[config.mk]
export PLATFORM = sky130hd
export DESIGN_NAME = usb4_rx_lane_decoder
export DESIGN_NICKNAME = d
export VERILOG_FILES = /design/src/rtl/usb4_dec_pkg.sv /design/src/rtl/usb4_blk_pingpong.sv /design/src/rtl/usb4_rx_lane_decoder.sv
export SDC_FILE = /design/constraint.sdc
export NUM_CORES = 1
export LEC_CHECK = 0
export BUFFER_PORTS_ARGS = -buffer_cell sky130_fd_sc_hd__buf_2
export CAP_MARGIN = 15
export CELL_PAD_IN_SITES_DETAIL_PLACEMENT = 0
export CELL_PAD_IN_SITES_GLOBAL_PLACEMENT = 1
export CORE_ASPECT_RATIO = 0.9
export CORE_MARGIN = 1
export CORE_UTILIZATION = 39
export CTS_CLUSTER_SIZE = 28
export DETAILED_ROUTE_END_ITERATION = 7
export HOLD_SLACK_MARGIN = 0.03
export PLACE_DENSITY_LB_ADDON = 0.05
export REMOVE_ABC_BUFFERS = 1
export SLEW_MARGIN = 40
export SYNTH_ARGS = -nofsm -noshare
export SYNTH_HDL_FRONTEND = slang
export SYNTH_SLANG_ARGS = --single-unit
[constraint.sdc]
create_clock -name enc_clk -period 19.3 [get_ports enc_clk]
set_input_delay 1.93 -clock enc_clk [delete_from_list [all_inputs] [get_ports enc_clk]]
set_output_delay 1.93 -clock enc_clk [all_outputs]
set_load 0.01 [all_outputs]
[src/rtl/usb4_dec_pkg.sv]
// Shared encodings for the USB4 receive lane decoder: speed modes,
// sync header values, Gen4 block-type select and block sizing.
package usb4_dec_pkg;

    typedef enum logic [1:0] {
        GEN4     = 2'd0,
        GEN3     = 2'd1,
        GEN2     = 2'd2,
        GEN_RSVD = 2'd3
    } gen_speed_e;

    typedef enum logic {
        ST_IDLE   = 1'b0,
        ST_SERIAL = 1'b1
    } dec_state_e;

    localparam logic [1:0] SH2_DATA   = 2'b01;
    localparam logic [1:0] SH2_OS     = 2'b10;
    localparam logic [3:0] SH3_DATA   = 4'b0101;
    localparam logic [3:0] SH3_OS     = 4'b1010;
    localparam logic [3:0] D_SEL_DATA = 4'd8;

    // Widest lane slot (Gen3: 4-bit header over 128-bit payload).
    localparam int SLOT_W = 132;

    function automatic logic [4:0] bytes_per_block(input logic [1:0] gen);
        return (gen == GEN2) ? 5'd8 : 5'd16;
    endfunction

endpackage

[src/rtl/usb4_blk_pingpong.sv]
// Two-entry block buffer. The head entry is the block being serialised;
// a push and a pop in the same cycle leave occupancy unchanged.
module usb4_blk_pingpong #(
    parameter int W = 8
) (
    input  logic         enc_clk,
    input  logic         rst,
    input  logic         flush,
    input  logic         push,
    input  logic         pop,
    input  logic [W-1:0] din,
    output logic [W-1:0] dout,
    output logic [1:0]   count
);

    logic [W-1:0] mem [2];
    logic         rd_ptr;
    logic         wr_ptr;

    // Pointer and occupancy tracking; flush empties without touching data.
    always_ff @(posedge enc_clk) begin
        if (rst || flush) begin
            rd_ptr <= 1'b0;
            wr_ptr <= 1'b0;
            count  <= 2'd0;
        end else begin
            if (push) wr_ptr <= ~wr_ptr;
            if (pop)  rd_ptr <= ~rd_ptr;
            count <= count + {1'b0, push} - {1'b0, pop};
        end
    end

    // Block storage, written on push only.
    always_ff @(posedge enc_clk) begin
        if (push) mem[wr_ptr] <= din;
    end

    assign dout = mem[rd_ptr];

endmodule

[src/rtl/usb4_rx_lane_decoder.sv]
// USB4 receive lane decoder: sync header check, ping-pong buffering and
// byte serialisation of each lane's payload, with deskew enable.
//
// state     | meaning
// ST_IDLE   | buffer empty; an accepted good block emits byte 0 next cycle
// ST_SERIAL | emitting bytes of the head block, one per cycle
module usb4_rx_lane_decoder
    import usb4_dec_pkg::*;
#(
    parameter int NUM_LANES = 2,
    parameter int BLK_W     = 132,
    parameter int MAX_BYTES = 16
) (
    input  logic                       enc_clk,
    input  logic                       rst,
    input  logic                       enable_dec,
    input  logic [1:0]                 gen_speed,
    input  logic [3:0]                 d_sel,
    input  logic                       blk_valid,
    output logic                       blk_ready,
    input  logic [NUM_LANES*BLK_W-1:0] lane_rx_enc,
    output logic [NUM_LANES*8-1:0]     lane_rx,
    output logic                       byte_valid,
    output logic                       blk_start,
    output logic                       data_os,
    output logic                       sync_err,
    output logic                       enable_deskew
);

    localparam int PL_W   = MAX_BYTES * 8;
    localparam int PL_ALL = NUM_LANES * PL_W;
    localparam int PP_W   = PL_ALL + 1;

    logic                   en_eff;
    logic                   acc;
    logic                   push;
    logic                   pop;
    logic                   blk_good;
    logic                   blk_is_data;
    logic [NUM_LANES-1:0]   is_d;
    logic [NUM_LANES-1:0]   is_o;
    logic [PL_ALL-1:0]      payload_in;
    logic [PL_ALL-1:0]      head_payload;
    logic                   head_type;
    logic [NUM_LANES*8-1:0] first_bytes;
    logic [NUM_LANES*8-1:0] serial_bytes;
    logic [PP_W-1:0]        pp_dout;
    logic [1:0]             pp_count;
    logic [4:0]             idx;
    logic [4:0]             last_idx;
    dec_state_e             state;

    for (genvar g = 0; g < NUM_LANES; g++) begin : g_lane
        logic [SLOT_W-1:0] slot;
        assign slot = SLOT_W'(lane_rx_enc[g*BLK_W +: BLK_W]);
        assign payload_in[g*PL_W +: PL_W] = slot[PL_W-1:0];
        assign first_bytes[g*8 +: 8]      = slot[7:0];
        assign serial_bytes[g*8 +: 8]     = 8'(head_payload[g*PL_W +: PL_W] >> {idx, 3'b000});
        assign is_d[g] = (gen_speed == GEN2) ? (slot[65:64] == SH2_DATA) : (slot[131:128] == SH3_DATA);
        assign is_o[g] = (gen_speed == GEN2) ? (slot[65:64] == SH2_OS)   : (slot[131:128] == SH3_OS);
    end

    // Block classification; lanes must all carry a legal and identical type.
    always_comb begin
        blk_is_data = 1'b0;
        blk_good    = 1'b0;
        if (gen_speed == GEN4) begin
            blk_is_data = (d_sel == D_SEL_DATA);
            blk_good    = 1'b1;
        end else begin
            blk_is_data = |is_d;
            blk_good    = (&(is_d | is_o)) & ~((|is_d) & (|is_o));
        end
    end

    assign en_eff    = enable_dec & (gen_speed != GEN_RSVD);
    assign blk_ready = (pp_count < 2'd2) & en_eff & ~rst;
    assign acc       = blk_valid & blk_ready;
    assign push      = acc & blk_good;
    assign last_idx  = bytes_per_block(gen_speed) - 5'd1;
    assign pop       = en_eff & (state == ST_SERIAL) & (idx == last_idx);

    usb4_blk_pingpong #(
        .W (PP_W)
    ) u_pingpong (
        .enc_clk (enc_clk),
        .rst     (rst),
        .flush   (~en_eff),
        .push    (push),
        .pop     (pop),
        .din     ({blk_is_data, payload_in}),
        .dout    (pp_dout),
        .count   (pp_count)
    );

    assign head_type    = pp_dout[PP_W-1];
    assign head_payload = pp_dout[PL_ALL-1:0];

    // Serialiser FSM with registered byte, framing and deskew outputs.
    always_ff @(posedge enc_clk) begin
        if (rst) begin
            state         <= ST_IDLE;
            idx           <= 5'd0;
            lane_rx       <= '0;
            byte_valid    <= 1'b0;
            blk_start     <= 1'b0;
            data_os       <= 1'b0;
            sync_err      <= 1'b0;
            enable_deskew <= 1'b0;
        end else if (!en_eff) begin
            state         <= ST_IDLE;
            idx           <= 5'd0;
            byte_valid    <= 1'b0;
            blk_start     <= 1'b0;
            sync_err      <= 1'b0;
            enable_deskew <= 1'b0;
        end else begin
            sync_err <= acc & ~blk_good;
            case (state)
                ST_IDLE: begin
                    if (push) begin
                        lane_rx    <= first_bytes;
                        byte_valid <= 1'b1;
                        blk_start  <= 1'b1;
                        data_os    <= blk_is_data;
                        idx        <= 5'd1;
                        state      <= ST_SERIAL;
                    end else begin
                        byte_valid <= 1'b0;
                        blk_start  <= 1'b0;
                    end
                    // Gen4 deskew follows blk_start; Gen2/3 latches on first byte.
                    if (gen_speed == GEN4) enable_deskew <= push;
                    else if (push)         enable_deskew <= 1'b1;
                end
                ST_SERIAL: begin
                    lane_rx    <= serial_bytes;
                    byte_valid <= 1'b1;
                    blk_start  <= (idx == 5'd0);
                    if (idx == 5'd0) data_os <= head_type;
                    enable_deskew <= (gen_speed == GEN4) ? (idx == 5'd0) : 1'b1;
                    if (idx == last_idx) begin
                        idx <= 5'd0;
                        if (pp_count == 2'd1 && !push) state <= ST_IDLE;
                    end else begin
                        idx <= idx + 5'd1;
                    end
                end
                default: state <= ST_IDLE;
            endcase
        end
    end

endmodule

==> results of run 1 <==
==> worst max path at each step <==
stage	startpoint	end	slack (ns)	cells after the start
5_1_grt	gen_speed[0]	blk_ready	13.87	5
3_3_place_gp	rst	u_pingpong.mem[0][5]	13.42	7
4_1_cts	gen_speed[0]	blk_ready	14.03	5
6_report	gen_speed[0]	blk_ready	14.01	5
3_5_place_dp	gen_speed[0]	u_pingpong.mem[0][250]	13.98	7
2_1_floorplan	rst	u_pingpong.mem[0][0]	5.01	4
==> layout by cell type (no fill, tap or decap), types with 10 or more instances in the layout <==
cell       synthesis  final
buf_2             12    296
a211oi_1          11     11
o221ai_1          15     15
clkinv_1           0     15
a31oi_1           32     32
a22oi_1           16     16
mux4_2           114    114
nand3_1           12     12
clkinv_2           0     10
nor2_1            21     17
nor2b_1           11     10
nand4_1           10     10
o21ai_0           17     17
edfxtp_1         514    514
dfxtp_1           32     26
clkbuf_1          24     14
clkbuf_16          0     57
mux2i_1           24     24
nand2_1           52     52
a21oi_1           12     12
o22ai_1           14     14
inv_1             21     19
==> layer usage <==
| metal | part of all wire | GRT usage | up-vias |
|---|---|---|---|
| met3 | 0.062 | 0.03692 | 62 |
| met2 | 0.47 | 0.2969 | 331 |
| met1 | 0.45 | 0.2823 | 5804 |
| li1 | - | - | 4991 |
| met4 | 0.015 | 0.04620 | 6 |
| met5 | 0.00087 | 0 | - |
==> critical path, stage by stage <==
cell	delay [ns]
buf_2	0.13
a21boi_1	0.49
nand2_1	0.43
nor2_1	0.18
buf_2	0.19
==> report_power, final <==
part / switching (mW) / internal, mW / total, mW
Clock: 0.431 / 0.576 / 1.01
Sequential: 0.00229 / 1.30 / 1.31
Combinational: 0.0338 / 0.0289 / 0.0627
==> through the flow <==
step / hold slack [ns] / instances
after global placement: 0.4942 / 1993
after detailed placement: 0.5103 / 1998
after floorplan: 0.4725 / 990
final: 0.5212 / 2102
after CTS: 0.5224 / 2098
after global routing: 0.5493 / 2101
==> final cells by class <==
cell class                 count  area, um2  share of cell area
sequential                   546      16090              0.6425
inverter                      22      82.58            0.003297
clock inverter                29      203.9            0.008144
multi-input combinational    422       4572              0.1826
clock buffer                  71       1479             0.05905
tap                          697      872.1             0.03482
timing repair buffer         313       1739             0.06944
antenna                        2      5.005           0.0001998
==> kinds of logic after synthesis <==
kind of cell,Yosys count
multiplexers,140
buffers and inverters,78
flip-flops,546
AND/OR/NAND/NOR,138
XOR/XNOR,5
adder cells (fa/ha/maj),4
AO/OA/AOI/OAI,135
==> sequential cells by signal (all words and copies together) (netlist names), named ones only <==
signal	cells
enable_deskew	1
blk_start	1
lane_rx	16
sync_err	1
u_pingpong.mem	514
byte_valid	1
state	1
u_pingpong.wr_ptr	1
u_pingpong.count	2
u_pingpong.rd_ptr	1
data_os	1
idx	5
==> metrics, run 1 <==
top achievable clock speed=~0.19 GHz; fin util=0.4721; RSZ-0062 raised after global routing=false; Setup Viol. Count Final=0; I/O Pins=approximately 300; CP startpoint kind=input pin; Total Power=2.376 mW; mean routed wirelength per cell=24.74 um; Final Hold Fails=0; die area=54,750 um2; share of layout cells above drive strength 1=0.3685; antenna-violating nets left=0; Sink Count=between 500 and 600; Post-synth EDFFs=514; CTS max path bufs=3; total grt overflow=0; Yosys top cell by area=edfxtp_1; Adder-Cell Fraction of Synth Area=0.002385; first-pass GRT wire length=76,070 um; library cells used by synthesis=49; relative slew slack=0.4234; Core Area=between 50,000 and 60,000 um2; max_cap viols=0; CP Capture Type=output port; Reg2Reg Depth=8; clock-pin slew on the worst setup and hold paths=0.06 ns; worst-path fanout max=12; Fillers=4,619; Via density=5.325; setup TNS=0 ns; Synth top cells by count=514 x edfxtp_1, 114 x mux4_2, 52 x nand2_1; Hold Path Depth=2; WP data required=17.37 ns; critical path arrival=3.36 ns; reg2reg setup slack=15.95 ns; post-synthesis mux area share=0.1349; Syn Area/Cell=20.06 um2; Synth Area in Simple Gates=0.03303; P_leak=approximately 8 nW; GR Util All Layers=0.1925; # Post-CTS Setup Buffers=0; vias in the first global route=11,558; PostCTS Resize Cnt=0; area of the mapped netlist=20,990 um2; Die X-Extent=246.5 um; Hold Path End=lane_rx[6]; Placer Congestion=0.6987; Pwr per Cell Area=roughly 95 nW/um2; CTS hold repair buffers=0; post-route cell area=about 25,000 um2; via count=11,194; Min-Delay Path Class=reg2reg; CTS tree=yes; DR DRC count=0; nets=1,638; final clock period utilization by the worst path=0.2741; Synth top area share=0.7354; Skew-Pair Late Insertion Delay=0.60 ns; synth warn=0; top-count cell post-synth=edfxtp_1; Post-DP Area=~23,000 um2; async set or reset register ratio after synthesis=0; Initial Util=0.3956; xor/xnor share of the synthesized area=0.002087; status=finished clean; IO buf count=295; largest family of logic cells by synthesized area=multiplexers; FP Rows=80; Worst Tran Pin Value=0.8617 ns; top_reg_cell synth=edfxtp_1; fin. max-slew vios=0; worst slack, placed=13.98 ns; synth top area cells=edfxtp_1 74%, mux4_2 12%, dfxtp_1 3.1%, mux2i_1 1.1%, a31oi_1 0.95%; synthesized flop and latch total=546; post-route minimum period=5.291 ns; Iter 0 DRT Violations=between 900 and 1,000; register area share after synthesis=0.7659; CTS buffer count=between 50 and 60; Compound-Gate Fraction of Synth Area=0.04310; CP Class=in2out; antenna violations before repair=7; Crit Reg-Reg Endpoint=lane_rx[14]; Post-DP HPWL=33,670 um; final worst setup slack=between 10 and 15 ns; Root Buffer=clkbuf_16; Total Routed Length=52,000 um; Pre-Repair DR Iteration Count=5; skew final=~0.013 ns; die height=222.1 um; H-tree levels=2; largest net degree at the start of global routing=92; Worst Hold Launch=lane_rx[6]; Synth Instances=roughly 1,000; Layout area overhead=19.33%; Worst VDD drop=approximately 0.061 mV
No activity file was read; power rests on OpenSTA's default activity.
==> run 2, diff against run 1 <==
ABC_AREA = 1   (was default)
clock period = 5.2 ns   (was 19.3 ns; I/O delays follow)
==> run 2 against run 1 <==
  * Clock skew rose by 0.0085 ns
  * Cell area up 5.3%
  * Die area is 6.5% higher
  * Largest power group unchanged
==> metrics, run 2 <==
status=finished clean; Worst Tran Pin Value=0.8342 ns; CP startpoint kind=register; synthesized flop and latch total=roughly 550; Iter 0 DRT Violations=1,086; GR Util All Layers=0.2163; Via density=5.005; largest net degree at the start of global routing=149; first-pass GRT wire length=93,360 um; Pre-Repair DR Iteration Count=7; critical path arrival=3.68 ns; top achievable clock speed=0.3170 GHz; Hold Path Depth=1; CP Cell Sequence=inv_2, nand2_1, nand4_1, or2_2, nor2_1, ha_1, inv_1, ha_1, xnor2_1, or2_2, a21oi_1; Min-Delay Path Class=in2reg; WP data required=around 5.7 ns; most common cell after layout, fill and taps aside=nand2_1; critical path's top delay family=simple AND/OR/NAND/NOR gates; most frequent cells in the layout=709 x nand2_1, 514 x edfxtp_1, 346 x nand3_1, 295 x buf_2, 85 x nor2_1; Final Hold Fails=0; PostCTS Resize Cnt=0; share of layout cells above drive strength 1=0.1821; die height=~230 um; IO buf count=~300; area of the mapped netlist=22,360 um2; Yosys top cell by area=edfxtp_1; Post-DP HPWL=36,280 um; CP Capture Type=register; mean routed wirelength per cell=20.63 um; RSZ-0062 raised after global routing=false; Root Buffer=clkbuf_16; Synth top cells by count=710 x nand2_1, 514 x edfxtp_1, 346 x nand3_1; I/O Pins=approximately 300; Placer Congestion=0.7251; Total Routed Length=~63,000 um; top_reg_cell synth=edfxtp_1; Pwr per Cell Area=343.0 nW/um2; number of cells on the critical path=11; fin. max-slew vios=0; Synth Instances=1,975; library cells used by synthesis=35; CP Class=reg2reg; CTS tree=yes; Skew-Pair Late Insertion Delay=0.62 ns; setup TNS=0 ns; total grt overflow=0; nets=2,515; post-route minimum period=3.154 ns; synth warn=0; Setup Viol. Count Final=0; worst-path fanout max=20; biggest regs=u_pingpong.mem: 514 flops, lane_rx: 16 flops, idx: 5 flops; skew final=0.02142 ns; antenna violations before repair=4; Core Area=56,120 um2; top-count cell post-synth=nand2_1; CTS hold repair buffers=0; Largest register FFs=roughly 510; Worst VDD drop=0.2471 mV; CTS buffer count=58; final clock period utilization by the worst path=0.6066; H-tree levels=2; vias in the first global route=15,099; Synth top area share=0.6904; Layout area overhead=17.93%; reg2reg setup slack=2.05 ns; Die X-Extent=254.4 um; relative slew slack=0.4438; async set or reset register ratio after synthesis=0; P_leak=10.12 nW; Total Power=9.044 mW; Reg2Reg Depth=11; DR DRC count=0; Slowest-stage cell, CP=dfxtp_2; FP Rows=82; max_cap viols=0; die area=58,290 um2; clock-pin slew on the worst setup and hold paths=0.07 ns; synth top area cells=edfxtp_1 69%, nand2_1 12%, nand3_1 7.7%, dfxtp_1 2.9%, buf_2 1.7%; # Post-CTS Setup Buffers=0; slowest stage delay, CP=0.86 ns; CTS max path bufs=3; Biggest register=u_pingpong.mem; antenna-violating nets left=0; Syn Area/Cell=11.32 um2; Post-synth EDFFs=514; register area share after synthesis=0.7190; Initial Util=0.3984; Sink Count=between 500 and 600; via count=15,225; Buf/Inv on CP=2
run 2: worst register-to-register path: cells and delay by family, from the launching register on:
family | cells | cell delay [ns]
buffers and inverters | 2 | 0.54
adder cells (fa/ha/maj) | 2 | 0.39
XOR/XNOR | 1 | 0.07
AND/OR/NAND/NOR | 5 | 1.10
AO/OA/AOI/OAI | 1 | 0.12
flip-flops | 1 | 0.86
run 2: layer usage:
metal,up-vias,global-route usage,share of wire
met1,7356,0.2937,0.45
met2,401,0.3576,0.48
met5,-,0,0.00021
met4,2,0.06306,0.022
met3,88,0.03284,0.052
li1,7378,-,-
run 2: final cells by class:
type                       instances  area (um2)
antenna                            2       5.005
clock buffer                      85        1583
clock inverter                    22       190.2
fill                            5222       29750
inverter                          40       171.4
multi-input combinational       1273        5577
sequential                       546       16090
tap                              756       945.9
timing repair buffer             318        1805
run 2: worst paths after layout:
check                                  startpoint                    end
worst max-delay path                       idx[3]    u_pingpong.count[1]
worst min-delay path              lane_rx_enc[14]  u_pingpong.mem[0][14]
worst max register to register             idx[3]    u_pingpong.count[1]
worst min register to register  u_pingpong.rd_ptr               register
run 2: cell families (layout without fill, tap and decap cells):
| family | Yosys count | in the layout | synth area share |
|---|---|---|---|
| AND/OR/NAND/NOR | 1172 | 1172 | 0.2210 |
| other | 0 | 2 | 0 |
| XOR/XNOR | 2 | 2 | 0.0007836 |
| adder cells (fa/ha/maj) | 4 | 4 | 0.002239 |
| flip-flops | 546 | 546 | 0.7190 |
| AO/OA/AOI/OAI | 95 | 95 | 0.02395 |
| buffers and inverters | 156 | 465 | 0.03302 |
run 2: per-stage QoR:
stage / std cells / util / worst slack, ns / cell area (um2) / hold WS (ns)
after floorplan: 1859 / - / -7.982 / 21770 / 0.4468
after global placement: 2927 / 0.4353 / 1.259 / 24430 / 0.4448
after detailed placement: 2933 / 0.4381 / 1.566 / 24590 / 0.4615
after CTS: 3040 / 0.4697 / 1.981 / 26360 / 0.05854
after global routing: 3041 / 0.4698 / 1.767 / 26360 / 0.06555
final: 3042 / 0.4698 / 2.046 / 26370 / 0.09151
run 2: power breakdown:
group / internal, mW / switching [mW]
Sequential: 4.84 / 0.0104
Combinational: 0.106 / 0.157
Clock: 2.25 / 1.68
==> run 3, diff against run 2 <==
clock period = 3.1 ns   (was 5.2 ns; I/O delays follow)
==> run 3 against run 2 <==
  * Final cell count rose by 9.1%
  * Cell area is 10% higher
  * First-iteration DRC count fell by 3.9%
  * Critical endpoint unchanged
  * Sequential power rose by 68%
  * Wire length rose by 5.2%
  * Register-to-register slack lost 1.4 ns
  * Critical path type unchanged
  * Clock-buffer cell count rose by 1
  * Clock skew shrank 0.0018 ns
  * Hold slack gained 0.052 ns
==> metrics, run 3 (synthesis gave the netlist of run 2 again) <==
status=finished clean; antenna violations before repair=4; largest net degree at the start of global routing=around 110; CTS buffer count=58; Met1 Wirelength=30,070 um; via count=roughly 16,000; Total Power=15.33 mW; CP Capture Type=register; Pwr per Cell Area=about 530 nW/um2; Post-DP HPWL=~37,000 um; die height=229.1 um; biggest regs=u_pingpong.mem: 514 flops, lane_rx: 16 flops, idx: 5 flops; Initial Util=0.3984; highest routed layer=met4; Via density=4.924; total grt overflow=0; Min-Delay Path Class=in2reg; Placer Congestion=0.8019; met3 wire len=3303 um; Fillers=roughly 5,000; final clock period utilization by the worst path=0.7950; GR Util All Layers=0.2278; CP Cell Sequence=ha_1, nand2_1, inv_1, nand4_1, or2_2, nor2_1, ha_1, inv_1, ha_1, xnor2_1, or2_2, a21oi_1; non-filler instance count after layout=3,319; Sink Count=546; final worst setup slack=0.6356 ns; Layout area overhead=30.14%; # Post-CTS Setup Buffers=0; IO buf count=about 300; worst-path fanout max=20; worst slack, placed=0.6131 ns; first-pass GRT wire length=98,990 um; multi-input logic area=between 5000 and 6000 um2; Post-DP Area=24,780 um2; most frequent cells in the layout=710 x nand2_1, 514 x edfxtp_1, 346 x nand3_1, 295 x buf_2, 256 x dlygate4sd3_1; Slowest-stage cell, CP=dfxtp_4; placed cells=between 2,000 and 3,000; antenna-violating nets left=0; most common cell after layout, fill and taps aside=nand2_1; share of layout cells above drive strength 1=0.1692; Largest register FFs=514; CTS max path bufs=3; I/O Pins=296; Final Hold Fails=0; Buf/Inv on CP=2; vias in the first global route=16,175; critical path's top delay family=simple AND/OR/NAND/NOR gates; post-route minimum period=2.464 ns; FF/Latch Area=16,090 um2; mean routed wirelength per cell=19.90 um; slowest stage delay, CP=about 0.55 ns; Iter 0 DRT Violations=between 1,000 and 1,500; met2 routed WL=31,410 um; most frequent CP cell=ha_1; CTS tree=yes; max_cap viols=0; nets=2,790; Pre-Repair DR Iteration Count=5; Worst Tran Pin Value=roughly 0.74 ns; clock-pin slew on the worst setup and hold paths=approximately 0.06 ns; Setup Viol. Count Final=0; fin. max-slew vios=0; CP startpoint kind=register; WP data required=3.64 ns; Skew-Pair Late Insertion Delay=0.61 ns; Core Area=56,120 um2; top achievable clock speed=0.4058 GHz; Total Routed Length=66,060 um; critical path arrival=3.01 ns; H-tree levels=2; Biggest register=u_pingpong.mem; post-route cell area=29,100 um2; skew final=0.01958 ns; P_leak=11.30 nW; relative slew slack=0.5054; die area=a little under 60,000 um2; Worst VDD drop=between 0.4 and 0.5 mV; DR DRC count=0; Die X-Extent=254.4 um; Root Buffer=clkbuf_16; worst hold slack=approximately 0.14 ns; CP Class=reg2reg; RSZ-0062 raised after global routing=false; FP Rows=82
## run 3: cell types whose count changed in the layout (fill, tap and decap cells not counted), sizes merged
cell         delta
inv             -2
clkbuf          +1
dlygate4sd3   +256
buf            +19
bufinv          -1
clkinv          +3
clkinvlp        -1
diode           +2
## run 3: worst reg2reg max path, cell delays in order, from the launching register on
cell and delay (ns):
dfxtp_4 0.55, ha_1 0.22, nand2_1 0.08, inv_1 0.08, nand4_1 0.15, or2_2 0.34
nor2_1 0.11, ha_1 0.23, inv_1 0.05, ha_1 0.14, xnor2_1 0.07, or2_2 0.27
a21oi_1 0.11
## run 3: repair_timing
item / in CTS / in global routing
gates resized for setup: 0 / 0
hold buffers: 256 / 0
setup endpoints to repair: 0 / 0
endpoints found under the hold margin: 514 / 0
## run 3: power by group
group	leakage (nW)	internal (mW)	switching, mW
registers	4.89	8.13	0.0180
logic	5.56	0.392	0.316
clock network	0.848	3.70	2.77
## run 3: path summary, 6_finish.rpt
kind	start	end	slack (ns)	cells after the start
max reg2reg	idx[0]	u_pingpong.count[1]	0.64	12
max	idx[0]	u_pingpong.count[1]	0.64	12
min	blk_valid	sync_err	0.14	4
min reg2reg	u_pingpong.rd_ptr	register	0.47	2
## run 3: stage by stage
| stage | TNS [ns] | utilization |
|---|---|---|
| after global placement | 0 | 0.4415 |
| after detailed placement | 0 | 0.4415 |
| after global routing | 0 | 0.5184 |
| after floorplan | -5188.49 | - |
| final | 0 | 0.5185 |
| after CTS | 0 | 0.5183 |
## run 3: cell type report
| class | instances | share of cell area |
|---|---|---|
| multi-input combinational | 1273 | 0.1913 |
| inverter | 40 | 0.005590 |
| clock inverter | 21 | 0.004988 |
| timing repair buffer | 593 | 0.1574 |
| sequential | 546 | 0.5530 |
| clock buffer | 86 | 0.05491 |
| tap | 756 | 0.03251 |
| antenna | 4 | 0.0003440 |
## run 3: per-layer routing
layer  vias to the layer above  track usage
li1                       7937            -
met2                       420       0.3692
met4                         0      0.06344
met3                        81      0.03228
met1                      7905       0.3188
met5                         -            0
